`config.mk`:
```
export PLATFORM = sky130hd
export DESIGN_NAME = data_port_arbiter
export DESIGN_NICKNAME = d
export VERILOG_FILES = /design/src/rtl/asm18_pkg.sv /design/src/rtl/rr_arbiter2.sv /design/src/rtl/data_port_arbiter.sv
export SDC_FILE = /design/constraint.sdc
export NUM_CORES = 1
export LEC_CHECK = 0
export BUFFER_PORTS_ARGS = -buffer_cell sky130_fd_sc_hd__clkbuf_2
export CAP_MARGIN = 20
export CORE_MARGIN = 2
export CORE_UTILIZATION = 35
export CTS_CLUSTER_DIAMETER = 60
export CTS_CLUSTER_SIZE = 28
export DETAILED_ROUTE_END_ITERATION = 8
export GPL_ROUTABILITY_DRIVEN = 0
export GPL_TIMING_DRIVEN = 1
export MAX_ROUTING_LAYER = met4
export PLACE_DENSITY = 0.78
export REMOVE_ABC_BUFFERS = 1
export SLEW_MARGIN = 5
export SYNTH_ARGS = -nofsm -noshare
export SYNTH_HDL_FRONTEND = slang
export SYNTH_SLANG_ARGS = --single-unit
```
`constraint.sdc`:
```
create_clock -name clock -period 1.5 [get_ports clock]
set_clock_uncertainty 0.1 [all_clocks]
set_input_delay 0.225 -clock clock [delete_from_list [all_inputs] [get_ports clock]]
set_output_delay 0.225 -clock clock [all_outputs]
set_load 0.02 [all_outputs]
```
`src/rtl/asm18_pkg.sv`:
```
// Shared definitions for the asm18 data-memory port B sharing logic.
// Word width and the requester id type used by the arbiter and its pipeline.
package asm18_pkg;

  localparam int WORD_SIZE = 18;

  typedef logic req_id_t;

  localparam req_id_t REQ0 = 1'b0;
  localparam req_id_t REQ1 = 1'b1;

endpackage

```
`src/rtl/rr_arbiter2.sv`:
```
// Two-input round-robin grant with a priority register; grant is combinational.
// No backpressure: a request is granted the cycle it wins, losers wait and hold.
module rr_arbiter2
  import asm18_pkg::*;
(
  input  logic       clock,
  input  logic       reset_n,
  input  logic [1:0] req,
  output logic       gnt_vld,
  output req_id_t    gnt_id
);

  req_id_t prio;

  // Grant is gated by reset so nothing is acknowledged while reset is held.
  always_comb begin
    gnt_vld = reset_n & (|req);
    gnt_id  = REQ0;
    unique case (req)
      2'b01:   gnt_id = REQ0;
      2'b10:   gnt_id = REQ1;
      2'b11:   gnt_id = prio;
      default: gnt_id = REQ0;
    endcase
  end

  // After any grant the other requester wins the next tie.
  always_ff @(posedge clock or negedge reset_n) begin
    if (!reset_n) begin
      prio <= REQ0;
    end else if (gnt_vld) begin
      prio <= ~gnt_id;
    end
  end

endmodule

```
`src/rtl/data_port_arbiter.sv`:
```
// Shares mem_async port B between two requesters with round-robin req/ack arbitration.
// Ack same cycle as grant, read data READ_LATENCY cycles after ack; losers hold req until ack.
module data_port_arbiter
  import asm18_pkg::*;
#(
  parameter int ADDR_SIZE    = 18,
  parameter int WORD_SIZE    = asm18_pkg::WORD_SIZE,
  parameter int READ_LATENCY = 1
) (
  input  logic                 clock,
  input  logic                 reset_n,

  input  logic                 r0_req,
  input  logic                 r0_we,
  input  logic [ADDR_SIZE-1:0] r0_addr,
  input  logic [WORD_SIZE-1:0] r0_wdata,
  output logic                 r0_ack,
  output logic                 r0_rvalid,
  output logic [WORD_SIZE-1:0] r0_rdata,

  input  logic                 r1_req,
  input  logic                 r1_we,
  input  logic [ADDR_SIZE-1:0] r1_addr,
  input  logic [WORD_SIZE-1:0] r1_wdata,
  output logic                 r1_ack,
  output logic                 r1_rvalid,
  output logic [WORD_SIZE-1:0] r1_rdata,

  output logic [ADDR_SIZE-1:0] mem_addr,
  output logic [WORD_SIZE-1:0] mem_wdata,
  output logic                 mem_wren,
  input  logic [WORD_SIZE-1:0] mem_rdata
);

  logic                 gnt_vld;
  req_id_t              gnt_id;
  logic                 sel_we;
  logic [ADDR_SIZE-1:0] sel_addr;
  logic [WORD_SIZE-1:0] sel_wdata;
  logic [ADDR_SIZE-1:0] last_addr;
  logic [WORD_SIZE-1:0] last_wdata;

  logic [READ_LATENCY-1:0] tag_v;
  req_id_t                 tag_id [READ_LATENCY];

  rr_arbiter2 u_arb (
    .clock   (clock),
    .reset_n (reset_n),
    .req     ({r1_req, r0_req}),
    .gnt_vld (gnt_vld),
    .gnt_id  (gnt_id)
  );

  assign r0_ack = gnt_vld && (gnt_id == REQ0);
  assign r1_ack = gnt_vld && (gnt_id == REQ1);

  always_comb begin
    sel_we    = r0_we;
    sel_addr  = r0_addr;
    sel_wdata = r0_wdata;
    if (gnt_id == REQ1) begin
      sel_we    = r1_we;
      sel_addr  = r1_addr;
      sel_wdata = r1_wdata;
    end
  end

  // Address/data bus keeps the last granted values while idle.
  always_ff @(posedge clock or negedge reset_n) begin
    if (!reset_n) begin
      last_addr  <= '0;
      last_wdata <= '0;
    end else if (gnt_vld) begin
      last_addr  <= sel_addr;
      last_wdata <= sel_wdata;
    end
  end

  assign mem_addr  = gnt_vld ? sel_addr  : last_addr;
  assign mem_wdata = gnt_vld ? sel_wdata : last_wdata;
  assign mem_wren  = gnt_vld & sel_we;

  // Read tags travel alongside the memory latency so returning data finds its owner.
  always_ff @(posedge clock or negedge reset_n) begin
    if (!reset_n) begin
      tag_v <= '0;
      for (int i = 0; i < READ_LATENCY; i++) begin
        tag_id[i] <= REQ0;
      end
    end else begin
      tag_v[0]  <= gnt_vld & ~sel_we;
      tag_id[0] <= gnt_id;
      for (int i = 1; i < READ_LATENCY; i++) begin
        tag_v[i]  <= tag_v[i-1];
        tag_id[i] <= tag_id[i-1];
      end
    end
  end

  assign r0_rvalid = reset_n & tag_v[READ_LATENCY-1] & (tag_id[READ_LATENCY-1] == REQ0);
  assign r1_rvalid = reset_n & tag_v[READ_LATENCY-1] & (tag_id[READ_LATENCY-1] == REQ1);
  assign r0_rdata  = mem_rdata;
  assign r1_rdata  = mem_rdata;

endmodule

```
======== Word-level counts from Yosys, hierarchy flattened ========
Index checks and enable logic that the tools add are counted.
word-level totals
  register bits after elaboration ......... 39
  input bits .............................. 96
  word-level logic and storage cells ...... 25
cells by class
  eq/ne operators ......................... 2
  mux-type cells .......................... 6
  bitwise gates (word level) .............. 9
  reductions and logical operators ........ 3
operator list
  operator                                    count
  two-way mux 18 bit                          4
  bitwise AND 1 bit                           6
  equality test 2 bit, second input constant  2
  NOT 1 bit                                   3
  logical AND 1 bit                           2
  one-hot mux 1 bit (2 select lines)          1
  OR reduction 2 bit                          1
  two-way mux 1 bit                           1

======== Logic depth before layout (Yosys ltp) ========
Gate-level depths: netlist (run 1).
  depth after elaboration ................. 5
  mapped depth ............................ 5

======== Modules after synthesis ========
Synthesis (run 1) repeated with hierarchy kept, for this count alone.
second synthesis, totals
  cell total of the unflattened synthesis .. 209
  area, all modules ....................... 2094.5 um2
by module, submodules not included
  module             instances  cells an instance  area each (um2)  seq. area each (um2)
  data_port_arbiter  1          203                2039.5           950.9
  rr_arbiter2        1          6                  55.1             25.0

======== Worst setup path after synthesis (run 1) ========
OpenSTA, ideal clock, no wires.
  path kind ............................... register to output
  start point ............................. register u_arb.prio
  end point ............................... output port mem_addr[10]
  arrival time ............................ 1.336 ns
  setup slack ............................. -0.161 ns
  cell stages (with the launch flop) ...... 6
  path through ............................ dfrtp_1 -> nand2b_4 -> and3_4 -> buf_6 -> buf_6 -> a221o_1
on the way
  cells in the longest elaborated chain, start to end .. 3
ends and longest elaborated chain
  item                                line                     RTL
  start: declaration                  rr_arbiter2.sv:13        req_id_t prio;
  start signal: assignment            rr_arbiter2.sv:32        prio <= ~gnt_id;
  one-hot mux 1 bit (2 select lines)  rr_arbiter2.sv:19        unique case (req)
  two-way mux 18 bit                  data_port_arbiter.sv:61  if (gnt_id == REQ1) begin
  two-way mux 18 bit                  --
  end: declaration                    data_port_arbiter.sv:29  output logic [ADDR_SIZE-1:0] mem_addr,
No other way between the ends.

======== Worst setup path in the final report (run 1) ========
  start point ............................. register u_arb.prio
  end point ............................... output port mem_addr[5]
Same word-level chain as after synthesis.

==> impl_metrics.json, run 1 <==
{
  "status": "finished with violations",
  "violations": "setup timing",
  "dp_hpwl_um": 4460,
  "cp-start-kind": "flip-flop",
  "drtPass1Iterations": 4,
  "synth_xor_area_frac": 0,
  "final_antenna_net_count": 0,
  "period_share": 1.32,
  "netlist_top_cells_area": "dfrtp_1 48%, a221o_1 18%, buf_4 13%",
  "synth-compound-area-share": 0.194,
  "fin_cells": 367,
  "port_buffers": 118,
  "place_area_um2": 2610,
  "worst-endpoint-arrival_ps": 1660,
  "die-height_um": 80.0,
  "rr_worst_depth": 7,
  "rows": 27,
  "die_area_um2": 6400,
  "insertion_delay_ps": 280,
  "drt-initial-drc-count": 63,
  "start_util": 0.365,
  "fmaxAchievable_mhz": 504,
  "globalRouteOverflowTotal": 0,
  "setup_viol": 54,
  "end_kind": "output pin",
  "cts_buffers": 5,
  "grt_max_degree": 22,
  "multi_input_area_um2": 706,
  "clkTransAtPathRegs_ps": 70,
  "ioPinCount": 173,
  "synth_seq_cells": 39,
  "slew_headroom": 0.394,
  "yosysMostFrequentCell": "dfrtp_1",
  "tightest_slew_ps": 909,
  "grt_usage": 0.187,
  "drive_gt1_frac": 0.586,
  "cts_tree": "done",
  "vias_per_cell": 5.05,
  "p_per_area_nw_per_um2": 1090,
  "drv_slew": 0,
  "fin_area_um2": 3050,
  "peakVddDrop_mv": 0.557,
  "fill_cells": 490,
  "synth_area_um2": 2020,
  "synth_area_per_cell_um2": 11.7,
  "hold_viol": 0,
  "antenna_found_initial": 0,
  "async_reset_ff_frac": 1.00,
  "syn_to_final_growth_pct": 50.7,
  "synth-simple-area-share": 0.142,
  "cts_num_sinks": 39,
  "register_area_um2": 976,
  "core_um2": 5540,
  "drc_errors": 0,
  "maxCapViolCount": 0,
  "setup_slack_ps": -485,
  "hold_path_class": "in2reg",
  "min_period_ps": 1990,
  "synth_mux_area_frac": 0,
  "cts_root_buf": "clkbuf_8",
  "synthAdderAreaFrac": 0,
  "synth_top_family_by_area": "compound AO/OA/AOI/OAI gates",
  "total_power_mw": 3.33,
  "crit_path_max_fanout": 19,
  "die_x_um": 80.0,
  "synth_flop_cell": "dfrtp_1",
  "synth-warning-count": 0,
  "postLayoutCoreUtil": 0.550,
  "wl_per_cell_um": 16.6,
  "synth_edf_count": 0,
  "yosys.area.top_type": "dfrtp_1",
  "yosysUniqueCellTypes": 20,
  "whs_path_depth": 2,
  "rsz0062_at_grt": "true",
  "syn_inst": 173,
  "dp.cells": 343,
  "dr_total_vias": 1854,
  "critPathKind": "reg2out",
  "first_global_vias": 1790,
  "drt-total-wl_um": 6100,
  "cts_max_level": 2,
  "antenna_cells": 0,
  "p_leak_nw": 1.59,
  "ys_seq_area_frac": 0.483,
  "hold_ws_ps": 91.7,
  "layout.nets": 390,
  "critPathRequiredTime_ps": 1170,
  "synth_top_area_share": 0.483,
  "cts_buffer_depth": 2,
  "synthTopCellsByCount": "39 x dfrtp_1, 36 x a221o_1, 36 x buf_4",
  "grt_pass1_wl_um": 8600
}
## sequential cells by signal (all words and copies together), names as in the netlist
signal      cells
last_addr      18
last_wdata     18
tag_id          1
tag_v           1
u_arb.prio      1
## timing repair
action | 4_1_cts | 5_1_grt
setup buffers | 6 | 9
endpoints found under the setup margin | 54 | 75
endpoints found under the hold margin | 39 | 0
gates resized for setup | 16 | 68
pin swaps | 2 | 8
hold buffers | 3 | 0
## layout make-up
cell class | instances | share of cell area
clock buffer | 6 | 0.0271
sequential | 39 | 0.320
timing repair buffer | 162 | 0.380
multi-input combinational | 86 | 0.232
tap | 72 | 0.0296
clock inverter | 2 | 0.0115
## worst paths after layout
check                                        start                      end  slack (ps)
hold reg to reg            last_wdata[0]$_DFF_PN0_  last_wdata[0]$_DFF_PN0_         480
setup / recovery            u_arb.prio$_DFFE_PN0P_              mem_addr[5]        -490
hold / removal                          r0_addr[7]   last_addr[7]$_DFF_PN0_          90
setup reg to reg            u_arb.prio$_DFFE_PN0P_   last_addr[5]$_DFF_PN0_        -280
max in group asynchronous                  reset_n  last_wdata[5]$_DFF_PN0_         200
min in group asynchronous                  reset_n   u_arb.prio$_DFFE_PN0P_         350
## stage by stage
step / setup WS, ps / TNS (ps)
after global routing: -556 / -22830
final: -485 / -19180
after CTS: -488 / -19860
after detailed placement: -165 / -5630
after global placement: -142 / -4460
after floorplan: -1380 / -97160
## cell usage in the layout, fill, tap and decap left out, types with 2 or more instances in the layout
cell type       n
buf_4          24
dfrtp_1        39
clkbuf_8       10
and2_0         10
and2_1         27
buf_12          4
nand2_1         2
buf_2          18
dlygate4sd3_1   2
clkbuf_2       82
buf_6          26
a221o_1        36
## critical path, cell delays in order, from the launching register on
cell	delay, ps
dfrtp_1	380
nand2b_4	140
and3_4	200
buf_12	150
a221o_1	360
buf_6	150
## logic make-up after synthesis
group | count (synthesis)
buffers and inverters | 48
and+or+nand+nor | 45
AOI/OAI and AO/OA | 41
DFF | 39
## layer usage
metal | vias to the layer above | routed length, um | global-route usage | part of all wire
li1 | 835 | - | - | -
met1 | 891 | 2500 | 0.222 | 0.41
met2 | 119 | 2900 | 0.270 | 0.47
met3 | 9 | 635 | 0.0984 | 0.10
met4 | 0 | 68 | 0.0661 | 0.011
met5 | - | 0 | - | 0
## where the power goes
part	leakage, nW	total, mW	switching [mW]	internal [mW]
clock network	0.0612	0.882	0.344	0.538
registers	0.482	1.24	0.0331	1.20
logic	1.05	1.22	0.563	0.652
total	1.59	3.33	0.940	2.39
Power figures use the tool's default switching activity.
==> run 2, diff against run 1 <==
- CORE_ASPECT_RATIO: default -> 1.75
- GPL_TIMING_DRIVEN: 1 -> 0
- SKIP_CTS_REPAIR_TIMING: default -> 1
==> impl_metrics.json, run 2 (synthesis results as in run 1) <==
{
  "status": "finished with violations",
  "vias_per_cell": 5.26,
  "reg_top3": "last_addr: 18 flops, last_wdata: 18 flops",
  "cts_num_sinks": 39,
  "cts_tree": "done",
  "crit_path_max_fanout": 9,
  "cp-endpoint": "mem_wdata[8]",
  "dr_total_vias": 1805,
  "layout.nets": 362,
  "combPwrFrac": 0.337,
  "worst-endpoint-arrival_ps": 1630,
  "insertion_delay_ps": 280,
  "grt_max_degree": 45,
  "pwr-share-clk": 0.234,
  "first_global_vias": 1695,
  "grt_pass1_wl_um": 8370,
  "syn_to_final_growth_pct": 34.4,
  "cts_max_level": 2,
  "rsz0062_at_grt": "true",
  "regToRegEndpoint": "last_wdata[15]$_DFF_PN0_",
  "min_period_ps": 1950,
  "rr_worst_depth": 4,
  "cts_root_buf": "clkbuf_8",
  "grt_usage": 0.179,
  "p_leak_nw": 1.41,
  "ioPinCount": 173,
  "hold_viol": 0,
  "cp-start-kind": "flip-flop",
  "dp_hpwl_um": 4200,
  "pre_cts_ws_ps": -1290,
  "swShare": 0.318,
  "p_sw_uw": 914,
  "start_util": 0.362,
  "ff2ff_setup_slack_ps": -10,
  "fill_cells": 561,
  "end_kind": "output pin",
  "cts_buffer_depth": 2,
  "drive_gt1_frac": 0.547,
  "drt-initial-drc-count": 69,
  "dp.cells": 321,
  "drc_errors": 0,
  "final_antenna_net_count": 0,
  "slew_headroom": 0.359,
  "drv_slew": 0,
  "die-height_um": 105,
  "period_share": 1.30,
  "violations": "setup timing",
  "setup_slack_ps": -452,
  "die_x_um": 61.4,
  "cts_buffers": 5,
  "wl_per_cell_um": 19.1,
  "hold_path_class": "in2reg",
  "clkTransAtPathRegs_ps": 70,
  "hold_ws_ps": 86.7,
  "drtPass1Iterations": 4,
  "p_seq_frac": 0.429,
  "fin_cells": 343,
  "final_cell_mix": "82 x clkbuf_2, 39 x dfrtp_1, 36 x a221o_1, 28 x buf_2, 27 x and2_1",
  "p_int_mw": 1.96,
  "tightest_slew_ps": 958,
  "rr_startpoint": "u_arb.prio$_DFFE_PN0P_",
  "layout_commonest_cell": "clkbuf_2",
  "core_um2": 5590,
  "total_power_mw": 2.88,
  "setup_viol": 51,
  "postLayoutCoreUtil": 0.486,
  "crit_path_start": "u_arb.prio$_DFFE_PN0P_",
  "antenna_cells": 0,
  "critPathKind": "reg2out",
  "fmaxAchievable_mhz": 512,
  "rows": 36,
  "globalRouteOverflowTotal": 0,
  "peakVddDrop_mv": 0.684,
  "drt-total-wl_um": 6570,
  "die_area_um2": 6420,
  "maxCapViolCount": 0,
  "critPathRequiredTime_ps": 1170,
  "antenna_found_initial": 0,
  "port_buffers": 118,
  "p_per_area_nw_per_um2": 1060
}
-- run 2: worst max-delay path: stages, from the launching register on --
cell and delay, ps:
dfrtp_1 400, nand2b_4 190, and3_4 250, a221o_1 340, buf_2 170
-- run 2: power by group through the flow --
stage	sequential (mW)	combinational, mW	clock [mW]
6_report	1.23	0.969	0.673
4_1_cts	1.24	0.860	0.706
2_1_floorplan	1.24	0.512	0
5_1_grt	1.25	1.05	0.746
3_3_place_gp	1.25	0.818	0
3_5_place_dp	1.26	0.854	0
-- run 2: area by class of cell --
| class | count | area [um2] | share of cell area |
|---|---|---|---|
| sequential | 39 | 976 | 0.359 |
| timing repair buffer | 129 | 800 | 0.294 |
| multi-input combinational | 91 | 761 | 0.280 |
| tap | 76 | 95.1 | 0.0350 |
| clock buffer | 5 | 68.8 | 0.0253 |
| clock inverter | 3 | 15.0 | 0.00553 |
-- run 2: layer usage --
layer	global-route usage	share of wire	vias up
met3	0.0896	0.11	9
met4	0.0502	0.017	0
met5	-	0	-
met2	0.257	0.49	133
li1	-	-	789
met1	0.221	0.38	874
-- run 2: worst min-delay path by stage --
| stage | start | end | slack [ps] | cells past startpoint |
|---|---|---|---|---|
| global route | r1_wdata[13] | last_wdata[13]$_DFF_PN0_ | 80 | 2 |
| detailed placement | reset_n | last_wdata[16]$_DFF_PN0_ | 350 | 1 |
| finish | r0_wdata[3] | last_wdata[3]$_DFF_PN0_ | 90 | 2 |
| CTS | reset_n | last_wdata[16]$_DFF_PN0_ | 40 | 1 |
| global placement | reset_n | last_addr[9]$_DFF_PN0_ | 340 | 1 |
| floorplan | reset_n | last_addr[0]$_DFF_PN0_ | -170 | 0 |
-- run 2: per-stage QoR --
step	TNS (ps)	cell area [um2]
global route	-22510	2720
floorplan	-97160	1660
finish	-16270	2720
CTS	-70160	2480
detailed placement	-81720	2400
global placement	-193230	2340
==> run 3, diff against run 2 <==
- GPL_ROUTABILITY_DRIVEN: 0 -> default
- PLACE_DENSITY: 0.78 -> 0.75
- clock period: 1.5 -> 2.5 ns (I/O delays scaled with it)
==> impl_metrics.json, run 3 (synthesis results as in run 1) <==
{
  "status": "completed",
  "grt_max_degree": 45,
  "cp-start-kind": "flip-flop",
  "p_per_area_nw_per_um2": 662,
  "cts_tree": "done",
  "drtPass1Iterations": 4,
  "layout_commonest_cell": "clkbuf_2",
  "ioPinCount": 173,
  "cts_buffers": 5,
  "first_global_vias": 1693,
  "min_period_ps": 2300,
  "drive_gt1_frac": 0.525,
  "period_share": 0.920,
  "cp-endpoint": "mem_addr[8]",
  "reg_top3": "last_addr: 18 flops, last_wdata: 18 flops",
  "grt_pass1_wl_um": 8570,
  "pre_cts_ws_ps": -578,
  "setup_viol": 0,
  "hold_viol": 0,
  "maxCapViolCount": 0,
  "regToRegEndpoint": "last_addr[8]$_DFF_PN0_",
  "p_leak_nw": 1.34,
  "syn_to_final_growth_pct": 27.1,
  "cts_num_sinks": 39,
  "grt_usage": 0.187,
  "swShare": 0.313,
  "peakVddDrop_mv": 0.385,
  "die-height_um": 105,
  "core_um2": 5590,
  "fin_cells": 333,
  "tightest_slew_ps": 914,
  "end_kind": "output pin",
  "dr_total_vias": 1707,
  "dp_hpwl_um": 4320,
  "antenna_found_initial": 0,
  "insertion_delay_ps": 290,
  "die_area_um2": 6420,
  "pwr-share-clk": 0.252,
  "rr_startpoint": "u_arb.prio$_DFFE_PN0P_",
  "port_buffers": 118,
  "hold_ws_ps": 230,
  "clkTransAtPathRegs_ps": 70,
  "final_antenna_net_count": 0,
  "ff2ff_setup_slack_ps": 970,
  "globalplace.congestion": 0.792,
  "antenna_cells": 0,
  "cts_buffer_depth": 2,
  "dp.cells": 321,
  "start_util": 0.362,
  "rows": 36,
  "p_int_mw": 1.17,
  "layout.nets": 353,
  "rr_worst_depth": 3,
  "fmaxAchievable_mhz": 435,
  "cts_max_level": 2,
  "globalRouteOverflowTotal": 0,
  "setup_slack_ps": 201,
  "vias_per_cell": 5.13,
  "combPwrFrac": 0.311,
  "die_x_um": 61.4,
  "critPathKind": "reg2out",
  "place_area_um2": 2400,
  "wl_per_cell_um": 17.6,
  "p_sw_uw": 533,
  "drc_errors": 0,
  "cts_root_buf": "clkbuf_8",
  "rsz0062_at_grt": "false",
  "crit_path_max_fanout": 37,
  "slew_headroom": 0.388,
  "fin_area_um2": 2570,
  "drt-total-wl_um": 5850,
  "crit_path_start": "u_arb.prio$_DFFE_PN0P_",
  "drt-initial-drc-count": 42,
  "p_seq_frac": 0.436,
  "critPathRequiredTime_ps": 2030,
  "worst-endpoint-arrival_ps": 1820,
  "drv_slew": 0,
  "hold_path_class": "in2reg",
  "postLayoutCoreUtil": 0.460,
  "final_cell_mix": "117 x clkbuf_2, 39 x dfrtp_1, 36 x a221o_1, 27 x and2_1, 10 x and2_0"
}
run 3: cell type report:
cell class,instances,area (um2)
clock buffers,6,82.6
clock inverters,1,5.00
multi-input cells,86,696
well taps,76,95.1
fillers,573,3020
flip-flops and latches,39,976
repair buffers,125,714
run 3: power groups by stage:
stage	Combinational [mW]	Clock [mW]	Sequential, mW
floorplan	0.307	0	0.746
global placement	0.493	0	0.750
detailed placement	0.513	0	0.755
CTS	0.518	0.451	0.743
global route	0.578	0.479	0.753
finish	0.530	0.430	0.742
run 3: worst min path at each step:
| stage | startpoint | to | slack, ps | cells past startpoint |
|---|---|---|---|---|
| final | r0_wdata[14] | last_wdata[14]$_DFF_PN0_ | 230 | 2 |
| after global routing | r0_addr[6] | last_addr[6]$_DFF_PN0_ | 230 | 2 |
| after CTS | reset_n | last_wdata[4]$_DFF_PN0_ | 180 | 1 |
| after detailed placement | last_wdata[1]$_DFF_PN0_ | last_wdata[1]$_DFF_PN0_ | 460 | 2 |
| after global placement | u_arb.prio$_DFFE_PN0P_ | u_arb.prio$_DFFE_PN0P_ | 390 | 1 |
| after floorplan | reset_n | last_addr[0]$_DFF_PN0_ | -20 | 0 |
run 3: routing by layer:
layer | part of all wire | GRT usage | wire length, um | up-vias
met5 | 0 | - | 0 | -
met4 | 0.026 | 0.0881 | 155 | 0
met3 | 0.11 | 0.0995 | 653 | 10
met2 | 0.51 | 0.272 | 2960 | 106
met1 | 0.36 | 0.205 | 2080 | 831
li1 | - | - | - | 760
run 3: through the flow:
stage / total power, mW / TNS (ps)
6_report: 1.70 / 0
5_1_grt: 1.81 / 0
4_1_cts: 1.71 / -20080
3_5_place_dp: 1.27 / -23360
3_3_place_gp: 1.24 / -131920
2_1_floorplan: 1.05 / -29300
run 3: critical path, stage by stage (launching register included):
cell      delay, ps
dfrtp_1         420
nand2b_4        170
and3_4          470
a221o_1         270
clkbuf_2        180
